### src/rtl/ws2812_tx.sv
// WS2812 serial LED transmitter: 4-byte FIFO, MSB-first bit shaping and latch/reset low time.
// Register map: 0x0 push / status, 0x1 control (latch, clear overflow, flush) / latch_pend.
module ws2812_tx #(
   parameter int T0H_CYC = 22,
   parameter int T1H_CYC = 45,
   parameter int BIT_CYC = 80,
   parameter int RES_CYC = 3840
) (
   input  logic       clk,
   input  logic       rst,
   input  logic [3:0] address,
   input  logic [7:0] data_in,
   input  logic       data_write,
   output logic [7:0] data_out,
   output logic [7:0] uo_out
);

   localparam logic [11:0] T0H_LAST = 12'(T0H_CYC - 1);
   localparam logic [11:0] T1H_LAST = 12'(T1H_CYC - 1);
   localparam logic [11:0] BIT_LAST = 12'(BIT_CYC - 1);
   localparam logic [11:0] RES_LAST = 12'(RES_CYC - 1);

   typedef enum logic [1:0] {IDLE, HIGH, LOW, LATCH} state_t;

   state_t      state_reg;
   logic [7:0]  fifo_mem [4];
   logic [1:0]  wr_ptr_reg;
   logic [1:0]  rd_ptr_reg;
   logic [2:0]  level_reg;
   logic        overflow_reg;
   logic        latch_pend_reg;
   logic        dout_reg;
   logic        busy_reg;
   logic [7:0]  shift_reg;
   logic [2:0]  bit_cnt_reg;
   logic [11:0] cnt_reg;

   logic        fifo_empty;
   logic        fifo_full;
   logic        wr_data;
   logic        wr_ctrl;
   logic        latch_set;
   logic        ovf_clr;
   logic        flush;
   logic        bit_end;
   logic        byte_end;
   logic        latch_done;
   logic        pop;
   logic        push_ok;
   logic        push_drop;
   logic [11:0] high_last;
   logic [2:0]  level_next;

   always_comb begin
      fifo_empty = (level_reg == 3'd0);
      fifo_full  = (level_reg == 3'd4);
      wr_data    = data_write && (address == 4'h0);
      wr_ctrl    = data_write && (address == 4'h1);
      latch_set  = wr_ctrl && data_in[0];
      ovf_clr    = wr_ctrl && data_in[1];
      flush      = wr_ctrl && data_in[2];
      high_last  = shift_reg[7] ? T1H_LAST : T0H_LAST;
      bit_end    = (state_reg == LOW) && (cnt_reg == BIT_LAST);
      byte_end   = bit_end && (bit_cnt_reg == 3'd7);
      latch_done = (state_reg == LATCH) && (cnt_reg == RES_LAST);
      // A pop frees a slot in the same cycle, so a push into a full FIFO can still land.
      pop        = !fifo_empty && ((state_reg == IDLE) || byte_end);
      push_ok    = wr_data && (!fifo_full || pop);
      push_drop  = wr_data && !push_ok;
      level_next = level_reg + 3'(push_ok) - 3'(pop);
   end

   always_ff @(posedge clk) begin
      if (push_ok) begin
         fifo_mem[wr_ptr_reg] <= data_in;
      end
   end

   always_ff @(posedge clk) begin
      if (rst) begin
         wr_ptr_reg   <= 2'd0;
         rd_ptr_reg   <= 2'd0;
         level_reg    <= 3'd0;
         overflow_reg <= 1'b0;
      end else begin
         if (push_ok) begin
            wr_ptr_reg <= wr_ptr_reg + 2'd1;
         end
         // Flush and push cannot coincide (different addresses), so rd_ptr may snap to wr_ptr.
         if (flush) begin
            rd_ptr_reg <= wr_ptr_reg;
            level_reg  <= 3'd0;
         end else begin
            if (pop) begin
               rd_ptr_reg <= rd_ptr_reg + 2'd1;
            end
            level_reg <= level_next;
         end
         if (push_drop) begin
            overflow_reg <= 1'b1;
         end else if (ovf_clr) begin
            overflow_reg <= 1'b0;
         end
      end
   end

   always_ff @(posedge clk) begin
      if (rst) begin
         state_reg      <= IDLE;
         latch_pend_reg <= 1'b0;
         dout_reg       <= 1'b0;
         busy_reg       <= 1'b0;
         shift_reg      <= 8'h00;
         bit_cnt_reg    <= 3'd0;
         cnt_reg        <= 12'd0;
      end else begin
         // A new request in the exit cycle of LATCH wins over the clear.
         if (latch_set) begin
            latch_pend_reg <= 1'b1;
         end else if (latch_done) begin
            latch_pend_reg <= 1'b0;
         end

         case (state_reg)
            IDLE: begin
               if (pop) begin
                  shift_reg   <= fifo_mem[rd_ptr_reg];
                  bit_cnt_reg <= 3'd0;
                  cnt_reg     <= 12'd0;
                  state_reg   <= HIGH;
                  dout_reg    <= 1'b1;
                  busy_reg    <= 1'b1;
               end else if (latch_pend_reg) begin
                  cnt_reg   <= 12'd0;
                  state_reg <= LATCH;
                  dout_reg  <= 1'b0;
                  busy_reg  <= 1'b1;
               end
            end

            HIGH: begin
               cnt_reg <= cnt_reg + 12'd1;
               if (cnt_reg == high_last) begin
                  state_reg <= LOW;
                  dout_reg  <= 1'b0;
               end
            end

            LOW: begin
               if (bit_end) begin
                  cnt_reg <= 12'd0;
                  if (!byte_end) begin
                     shift_reg   <= {shift_reg[6:0], 1'b0};
                     bit_cnt_reg <= bit_cnt_reg + 3'd1;
                     state_reg   <= HIGH;
                     dout_reg    <= 1'b1;
                  end else if (pop) begin
                     shift_reg   <= fifo_mem[rd_ptr_reg];
                     bit_cnt_reg <= 3'd0;
                     state_reg   <= HIGH;
                     dout_reg    <= 1'b1;
                  end else if (latch_pend_reg) begin
                     state_reg <= LATCH;
                  end else begin
                     state_reg <= IDLE;
                     busy_reg  <= 1'b0;
                  end
               end else begin
                  cnt_reg <= cnt_reg + 12'd1;
               end
            end

            LATCH: begin
               if (latch_done) begin
                  cnt_reg   <= 12'd0;
                  state_reg <= IDLE;
                  busy_reg  <= 1'b0;
               end else begin
                  cnt_reg <= cnt_reg + 12'd1;
               end
            end

            default: begin
               state_reg <= IDLE;
               dout_reg  <= 1'b0;
               busy_reg  <= 1'b0;
            end
         endcase
      end
   end

   always_comb begin
      data_out = 8'h00;
      case (address)
         4'h0:    data_out = {1'b0, level_reg, overflow_reg, fifo_empty, fifo_full, busy_reg};
         4'h1:    data_out = {7'b0, latch_pend_reg};
         default: data_out = 8'h00;
      endcase
   end

   assign uo_out = {6'b0, busy_reg, dout_reg};

endmodule

### config.mk
export PLATFORM = sky130hd
export DESIGN_NAME = ws2812_tx
export DESIGN_NICKNAME = d
export VERILOG_FILES = /design/src/rtl/ws2812_tx.sv
export SDC_FILE = /design/constraint.sdc
export NUM_CORES = 1
export LEC_CHECK = 0
export BUFFER_PORTS_ARGS = -buffer_cell sky130_fd_sc_hd__clkbuf_2
export CORE_MARGIN = 1.5
export CORE_UTILIZATION = 53
export DETAILED_ROUTE_END_ITERATION = 8
export PLACE_DENSITY_LB_ADDON = 0.25
export SLEW_MARGIN = 20
export SYNTH_ARGS = -nofsm -noshare
export SYNTH_HDL_FRONTEND = slang
export SYNTH_SLANG_ARGS = --single-unit
### constraint.sdc
create_clock -name clk -period 3.05 [get_ports clk]
set_clock_uncertainty 0.05 [all_clocks]
set_input_delay 0.1525 -clock clk [delete_from_list [all_inputs] [get_ports clk]]
set_output_delay 0.1525 -clock clk [all_outputs]
set_load 0.01 [all_outputs]
==> flow_metrics.tcl, run 1 <==
set metrics [dict create \
    run_status "complete, no violations" \
    maxCapViolations 0 \
    largest_reg_flops 32 \
    synthAdderAreaFrac_pct 5.63 \
    drive_above_1_share_pct 22.9 \
    placed_cell_area_mm2 0.00371 \
    setup_violations 0 \
    worstPathArrival_ps 3160 \
    peakVddDrop_mv 0.486 \
    maxSlewHeadroom_pct 42.7 \
    ant_nets 0 \
    stdcell_area_mm2 0.00405 \
    track_usage_pct 20.9 \
    grt_pass1_wl_um 11600 \
    cts_num_sinks 70 \
    hold_viol 0 \
    crit_path_end_kind "flop" \
    via_count 2588 \
    syn2layout_area_growth_pct 16.7 \
    fin_crit_sh_pct 97.1 \
    drt_wl_total_um 6960 \
    antenna_found_initial 0 \
    synth-xor-area-share_pct 1.77 \
    criticalPathCategory "flop to flop" \
    crit_fanout 4 \
    insertion_delay_ps 350 \
    cts_root_buf "clkbuf_8" \
    dieArea_mm2 0.00704 \
    p_per_area_mw_per_mm2 738 \
    place_congestion 0.844 \
    fillers 503 \
    clock_path_buffers 2 \
    synth.ff_latch_count 70 \
    synth_top_family_by_area "simple AND/OR/NAND/NOR gates" \
    dr.pass1.iters 4 \
    hold_class "input pin to flop" \
    drv_slew 0 \
    async_flop_share_pct 0 \
    cts_tree "yes" \
    cts_made_buffers 9 \
    worstMarginPinSlew_ps 851 \
    vias_per_cell 5.78 \
    final_core_util_pct 63.8 \
    start_util_pct 54.6 \
    grt_pass1_vias 2429 \
    yosysWarnings 0 \
    yosys.area.top_type_share_pct 27.7 \
    yosys-top-cells-count "38 x dfxtp_1, 32 x edfxtp_1, 24 x nand2_1" \
    drc 0 \
    grt_max_degree 22 \
    yosysSeqAreaShare_pct 49.6 \
    pre_cts_ws_ps 25.2 \
    finalCriticalPeriod_ps 2960 \
    startpoint_type "flop" \
    synth_edf_count 32 \
    synth_compound_area_share_pct 13.0 \
    dp_hpwl_um 4900 \
    row_count 29 \
    fin_nets 396 \
    num_io_pins 31 \
    die_w_um 83.9 \
    numPortBuffers 23 \
    antenna_cells 0 \
    syn_area_mm2 0.00347 \
    h-tree-depth 3 \
    core_mm2 0.00635 \
    fmax_ghz 0.338 \
    synth.area.mux_share_pct 6.06 \
    yosysMostFrequentCell "dfxtp_1" \
    synth-simple-area-share_pct 17.6 \
    power.leakage_nw 1.54 \
    synth_cell_types 59 \
    grt_overflow 0 \
    cp_data_required_time_ps 3250 \
    power_mw 2.99 \
    drt_iter0_markers 167 \
    synth-main-ff-cell "dfxtp_1" \
    syn_inst 322 \
    ys_top_cells_by_area "edfxtp_1 28%, dfxtp_1 22%, mux4_2 5.2%" \
    die_y_um 83.9 \
    synth_largest_area_cell "edfxtp_1" \
    clk_pin_slew_worst_paths_ps 80 \
    avgSynthCellArea_um2 10.8 \
    setup-tns-final_ps 0 \
    setup_slack_ps 89.6 \
    wire_per_inst_um 15.5 \
]
## cells by family after synthesis
group,after synthesis
buffers and inverters,44
other,1
and+or+nand+nor,113
DFF,70
xor gates and xnor gates,7
adders and majority gates,15
muxes,11
AOI/OAI and AO/OA,61
## critical path, cell delays in order, from the launching register on
cell and delay, ps:
dfxtp_4 370, inv_4 60, ha_4 110, or4b_4 480, nor4_4 280, o31a_1 180
inv_1 50, ha_1 270, inv_1 40, ha_1 190, fa_2 340, xnor2_1 140
xnor2_1 130, and3_1 180
## per-stage QoR
stage               hold slack (ps)  cells
global route                   7.97    448
CTS                            1.98    445
global placement                319    420
finish                         4.61    448
detailed placement              328    420
floorplan                       201    328
## power breakdown
group | switching, mW | internal (mW)
registers | 0.113 | 1.10
logic | 0.506 | 0.435
clock network | 0.370 | 0.468
total | 0.988 | 2.00
## final timing paths
path	end	slack (ps)	cells past startpoint	start
setup / recovery	level_reg[2]	90	13	state_reg[0]
hold / removal	fifo_mem[1][1]	5	1	data_in[1]
setup reg to reg	level_reg[2]	90	13	state_reg[0]
hold reg to reg	shift_reg[7]	420	2	shift_reg[7]
## routing by layer
layer / up-vias / part of all wire (%) / GRT usage, %
li1: 1272 / - / -
met5: - / 0 / 0
met3: 10 / 3.5 / 4.35
met2: 53 / 49 / 33.9
met4: 0 / 1.6 / 8.35
met1: 1253 / 46 / 27.3
## cells in the final DEF, fill, tap and decap left out, types with 3 or more instances in the layout
cell type	count
dfxtp_1	36
edfxtp_1	32
nand2_1	24
clkbuf_2	23
nor2_1	21
buf_4	21
inv_1	19
nor3_1	15
ha_1	13
nand3_1	12
a21oi_1	12
and2_1	10
o21ai_0	9
clkbuf_8	9
mux4_2	8
conb_1	7
dlygate4sd3_1	7
and3_1	6
o311ai_0	5
nor4_1	4
o31ai_1	4
xor2_1	4
or3_1	3
mux2i_1	3
a31oi_1	3
xnor2_1	3
nor2b_1	3
a2111oi_2	3
clkinv_4	3
## what timing repair did
action	in CTS	in global routing
hold buffers	7	0
gates resized for setup	1	3
endpoints found under the setup margin	1	2
setup buffers	2	3
pin swaps	1	2
gates cloned	0	0
endpoints found under the hold margin	28	0
## area by class of cell
type	count	area (um2)	share of cell area, %
inverters	20	77.6	1.92
repair buffers	51	343	8.47
well taps	77	96.3	2.38
flip-flops and latches	70	1730	42.6
multi-input cells	214	1580	39.1
clock inverters	6	95.1	2.35
clock buffers	10	128	3.15
Note: power is estimated with default switching activity, not from simulation.
==> inputs of run 2 (changes only) <==
- CORE_UTILIZATION: 53 -> 35
==> run 2 against run 1 <==
Effect of this change: register-to-register slack about the same; core utilization down 21 points; clock-buffer cell count down 1; die area up 49%; sequential cell count unchanged; critical endpoint unchanged.
==> flow_metrics.tcl, run 2 (synthesis gave the netlist of run 1 again) <==
set metrics [dict create \
    run_status "complete, no violations" \
    num_io_pins 31 \
    row_count 36 \
    largest_reg_flops 32 \
    antenna_found_initial 0 \
    worstMarginPinSlew_ps 826 \
    finalCriticalPeriod_ps 2970 \
    maxSlewHeadroom_pct 44.4 \
    h-tree-depth 3 \
    r2r-end "level_reg[2]" \
    clock_path_buffers 2 \
    insertion_delay_ps 360 \
    fmax_ghz 0.337 \
    ant_nets 0 \
    cts_made_buffers 9 \
    rrSetupSlack_ps 80 \
    crit_path_end_kind "flop" \
    grt_pass1_wl_um 11600 \
    drive_above_1_share_pct 23.5 \
    crit_fanout 5 \
    vias_per_cell 4.91 \
    cp_data_required_time_ps 3260 \
    track_usage_pct 14.5 \
    via_count 2477 \
    hold_class "input pin to flop" \
    cts_root_buf "clkbuf_8" \
    antenna_cells 0 \
    peakVddDrop_mv 0.340 \
    drv_slew 0 \
    final_core_util_pct 42.4 \
    drt_iter0_markers 103 \
    cts_num_sinks 70 \
    core_mm2 0.00968 \
    cts_tree "yes" \
    grt_overflow 0 \
    die_y_um 103 \
    fin_nets 396 \
    clk_pin_slew_worst_paths_ps 90 \
    criticalPathCategory "flop to flop" \
    maxCapViolations 0 \
    rsz0062_at_grt "yes" \
    dieArea_mm2 0.0105 \
    die_w_um 103 \
    hold_depth 4 \
    grt_pass1_vias 2349 \
    worstPathArrival_ps 3190 \
    wire_per_inst_um 13.9 \
    syn2layout_area_growth_pct 18.3 \
    reg2regPathDepth 13 \
    drt_wl_total_um 7000 \
    final_common_cell "dfxtp_1" \
    fin_crit_sh_pct 97.4 \
    r2r-start "state_reg[0]" \
    startpoint_type "flop" \
    grt_max_degree 22 \
    place_congestion 0.810 \
    p_per_area_mw_per_mm2 704 \
    numPortBuffers 23 \
    drc 0 \
    start_util_pct 35.8 \
    holdPathEnd "latch_pend_reg" \
    final_cell_mix "36 x dfxtp_1, 32 x edfxtp_1, 24 x nand2_1, 23 x clkbuf_2, 21 x nor2_1" \
    dr.pass1.iters 4 \
    setup_violations 0 \
    fillers 918 \
    worstHoldStart "address[3]" \
    power.leakage_nw 1.53 \
    hold_viol 0 \
    dp_hpwl_um 5000 \
    multi_input_area_mm2 0.00159 \
    seq_area_mm2 0.00173 \
    dp.cells 477 \
    stdcell_count 504 \
]
==> run 2: cell count changes in the layout (fill, tap and decap cells not counted), sizes merged <==
cell / change
clkinv: -2
buf: -1
dlygate4sd3: +1
bufinv: -2
inv: +5
clkbuf: -1
==> run 2: worst max-delay path, stage by stage (launching register included) <==
cell	delay, ps
dfxtp_4	380
inv_4	60
ha_4	120
or4b_4	480
nor4_4	320
o31a_1	180
inv_1	40
ha_1	260
inv_1	40
ha_2	170
fa_2	350
xnor2_1	140
xnor2_1	120
and3_1	170
==> run 2: power breakdown <==
| group | switching [mW] | internal (mW) |
|---|---|---|
| registers | 0.115 | 1.10 |
| clock network | 0.424 | 0.325 |
| logic | 0.496 | 0.430 |
| total | 1.03 | 1.85 |
==> run 2: per-stage QoR <==
stage	total power [mW]	hold slack [ps]	cell area [um2]	setup TNS (ps)	setup WS, ps
6_report	2.89	108	4100	0	78.6
5_1_grt	3.09	134	4100	-75.9	-75.9
4_1_cts	2.89	92.7	4070	0	27.0
3_5_place_dp	2.13	324	3790	0	41.9
3_3_place_gp	2.12	319	3790	0	76.0
2_1_floorplan	1.94	201	3520	0	5.74
==> run 2: worst max path at each step <==
stage                       startpoint           end  slack [ps]  depth (start not counted)
final                     state_reg[0]  level_reg[2]          80                         13
after floorplan           state_reg[1]  level_reg[2]           6                         12
after detailed placement  state_reg[0]  level_reg[2]          40                         13
after global routing      state_reg[0]  level_reg[2]         -80                         13
after global placement    state_reg[1]  level_reg[2]          80                         12
after CTS                 state_reg[0]  level_reg[2]          30                         13
==> run 2: timing repair <==
action / 4_1_cts / 5_1_grt
hold buffers: 8 / 0
buffers inserted: 0 / 3
hold endpoints to repair: 32 / 0
endpoints found under the setup margin: 0 / 3
gates resized for setup: 0 / 6
==> run 2: area by class of cell <==
type,count,area share [%]
Clock buffer,9,3.02
Clock inverter,7,1.80
Sequential cell,70,42.1
Timing Repair Buffer,51,8.42
Multi-Input combinational cell,214,38.7
Inverter,20,1.89
Tap cell,133,4.06
==> run 2: metal layers <==
layer  track usage, %  wire length, um
met2             23.7             3340
met4             4.53               62
met5                0                0
met1             19.1             3360
met3             3.53              238
==> inputs of run 3 (changes only) <==
- clock period: 3.05 -> 3.3 ns (I/O delays scaled with it)
==> run 3 against run 2 <==
Effect of this change: critical path depth grew 1; worst hold slack lost 79 ps; register-to-register slack gained 70 ps; combinational power shrank 8.1%; setup slack gained 72 ps; critical endpoint unchanged; critical path type unchanged; sequential power shrank 7%; core utilization shrank 0.98 points; sequential share of layout area grew 0.97 points; wire length grew 1.1%; largest power group unchanged; die area is the same; fmax shrank 5.6%; first-iteration DRC count grew 45%.
==> flow_metrics.tcl, run 3 (synthesis gave the netlist of run 1 again) <==
set metrics [dict create \
    hold_depth 1 \
    largest_reg_flops 32 \
    worstMarginPinSlew_ps 836 \
    rrSetupSlack_ps 150 \
    drive_above_1_share_pct 21.1 \
    crit_path_end_kind "flop" \
    power.leakage_nw 1.48 \
    maxSlewHeadroom_pct 44.1 \
    core_mm2 0.00968 \
    track_usage_pct 14.7 \
    stdcell_area_mm2 0.00401 \
    grt_overflow 0 \
    hold_viol 0 \
    worstHoldStart "data_in[0]" \
    r2r-start "state_reg[0]" \
    criticalPathCategory "flop to flop" \
    crit_family "adder cells" \
    die_w_um 103 \
    finalCriticalPeriod_ps 3150 \
    cts_num_sinks 70 \
    hold_class "input pin to flop" \
    placed_cell_area_mm2 0.00373 \
    drt_iter0_markers 149 \
    dp.cells 472 \
    vias_per_cell 5.05 \
    max_stage_delay_ps 520 \
    crit_top_cell "inv_1" \
    dp_hpwl_um 5020 \
    syn2layout_area_growth_pct 15.5 \
    cts_made_buffers 9 \
    via_count 2495 \
    crit_fanout 5 \
    holdPathEnd "fifo_mem[0][0]" \
    die_y_um 103 \
    antenna_found_initial 0 \
    worstPathArrival_ps 3350 \
    num_io_pins 31 \
    cp_num_buf_inv 4 \
    fmax_ghz 0.318 \
    place_congestion 0.871 \
    cp_data_required_time_ps 3500 \
    setup-tns-final_ps 0 \
    maxCapViolations 0 \
    insertion_delay_ps 350 \
    wire_per_inst_um 14.3 \
    startpoint_type "flop" \
    h-tree-depth 3 \
    cpMaxStageDelayCell "or4b_4" \
    final_core_util_pct 41.4 \
    peakVddDrop_mv 0.320 \
    grt_pass1_wl_um 11900 \
    drc 0 \
    dr.pass1.iters 4 \
    clock_path_buffers 2 \
    numPortBuffers 23 \
    crit_chain "inv_1, ha_2, or4b_4, nor4_4, buf_4, o31a_1, inv_1, ha_1, inv_1, ha_1, fa_2, xnor2_2, xnor2_1, and3_1" \
    antenna_cells 0 \
    fin_crit_sh_pct 95.4 \
    cts_setup_buffers 0 \
    reg2regPathDepth 14 \
    clk_pin_slew_worst_paths_ps 90 \
    setup_slack_ps 151 \
    grt_pass1_vias 2424 \
    grt_max_degree 22 \
    cts_tree "yes" \
    drv_slew 0 \
    stdcell_count 494 \
    dieArea_mm2 0.0105 \
    r2r-end "level_reg[2]" \
    fin_nets 386 \
    start_util_pct 35.8 \
    row_count 36 \
    drt_wl_total_um 7080 \
    run_status "complete, no violations" \
    final_cell_mix "37 x dfxtp_1, 32 x edfxtp_1, 24 x nand2_1, 23 x clkbuf_2, 21 x nor2_1" \
    ant_nets 0 \
    final_common_cell "dfxtp_1" \
    pre_cts_ws_ps 56.5 \
    cts_root_buf "clkbuf_8" \
    setup_violations 0 \
    p_per_area_mw_per_mm2 661 \
]
run 3: repair_timing:
action | CTS | global route
resized for setup | 0 | 6
hold buffers | 5 | 1
hold endpoints to repair | 20 | 4
setup endpoints to repair | 0 | 1
run 3: per-layer routing:
layer / up-vias / share of wire [%] / track usage, %
met5: - / 0 / 0
li1: 1249 / - / -
met1: 1190 / 46 / 18.9
met2: 49 / 50 / 25.1
met4: 0 / 0.83 / 3.69
met3: 7 / 3.2 / 3.46
run 3: power breakdown:
| group | internal (mW) | switching, mW | leakage (nW) | total (mW) |
|---|---|---|---|---|
| Clock | 0.300 | 0.380 | 0.102 | 0.681 |
| Sequential | 1.01 | 0.105 | 0.599 | 1.12 |
| Combinational | 0.389 | 0.462 | 0.781 | 0.851 |
run 3: layout make-up:
type | instances | area (um2)
clock buffers | 9 | 124
clock inverters | 7 | 71.3
fillers | 953 | 5680
inverters | 20 | 75.1
multi-input cells | 214 | 1580
flip-flops and latches | 70 | 1730
well taps | 133 | 166
repair buffers | 41 | 265
run 3: worst max-delay path by stage:
stage / start / to / slack [ps] / cells past startpoint
after floorplan: state_reg[0] / level_reg[2] / 50 / 13
after global placement: state_reg[0] / level_reg[2] / 150 / 14
after detailed placement: state_reg[0] / level_reg[2] / 60 / 14
after CTS: state_reg[0] / level_reg[2] / 30 / 14
after global routing: state_reg[0] / level_reg[2] / -2 / 14
final: state_reg[0] / level_reg[2] / 150 / 14
run 3: metrics by stage:
| stage | total power [mW] | hold WS (ps) |
|---|---|---|
| detailed placement | 1.96 | 335 |
| floorplan | 1.78 | 214 |
| finish | 2.65 | 29.1 |
| CTS | 2.65 | 1.17 |
| global placement | 1.94 | 330 |
| global route | 2.84 | 22.9 |
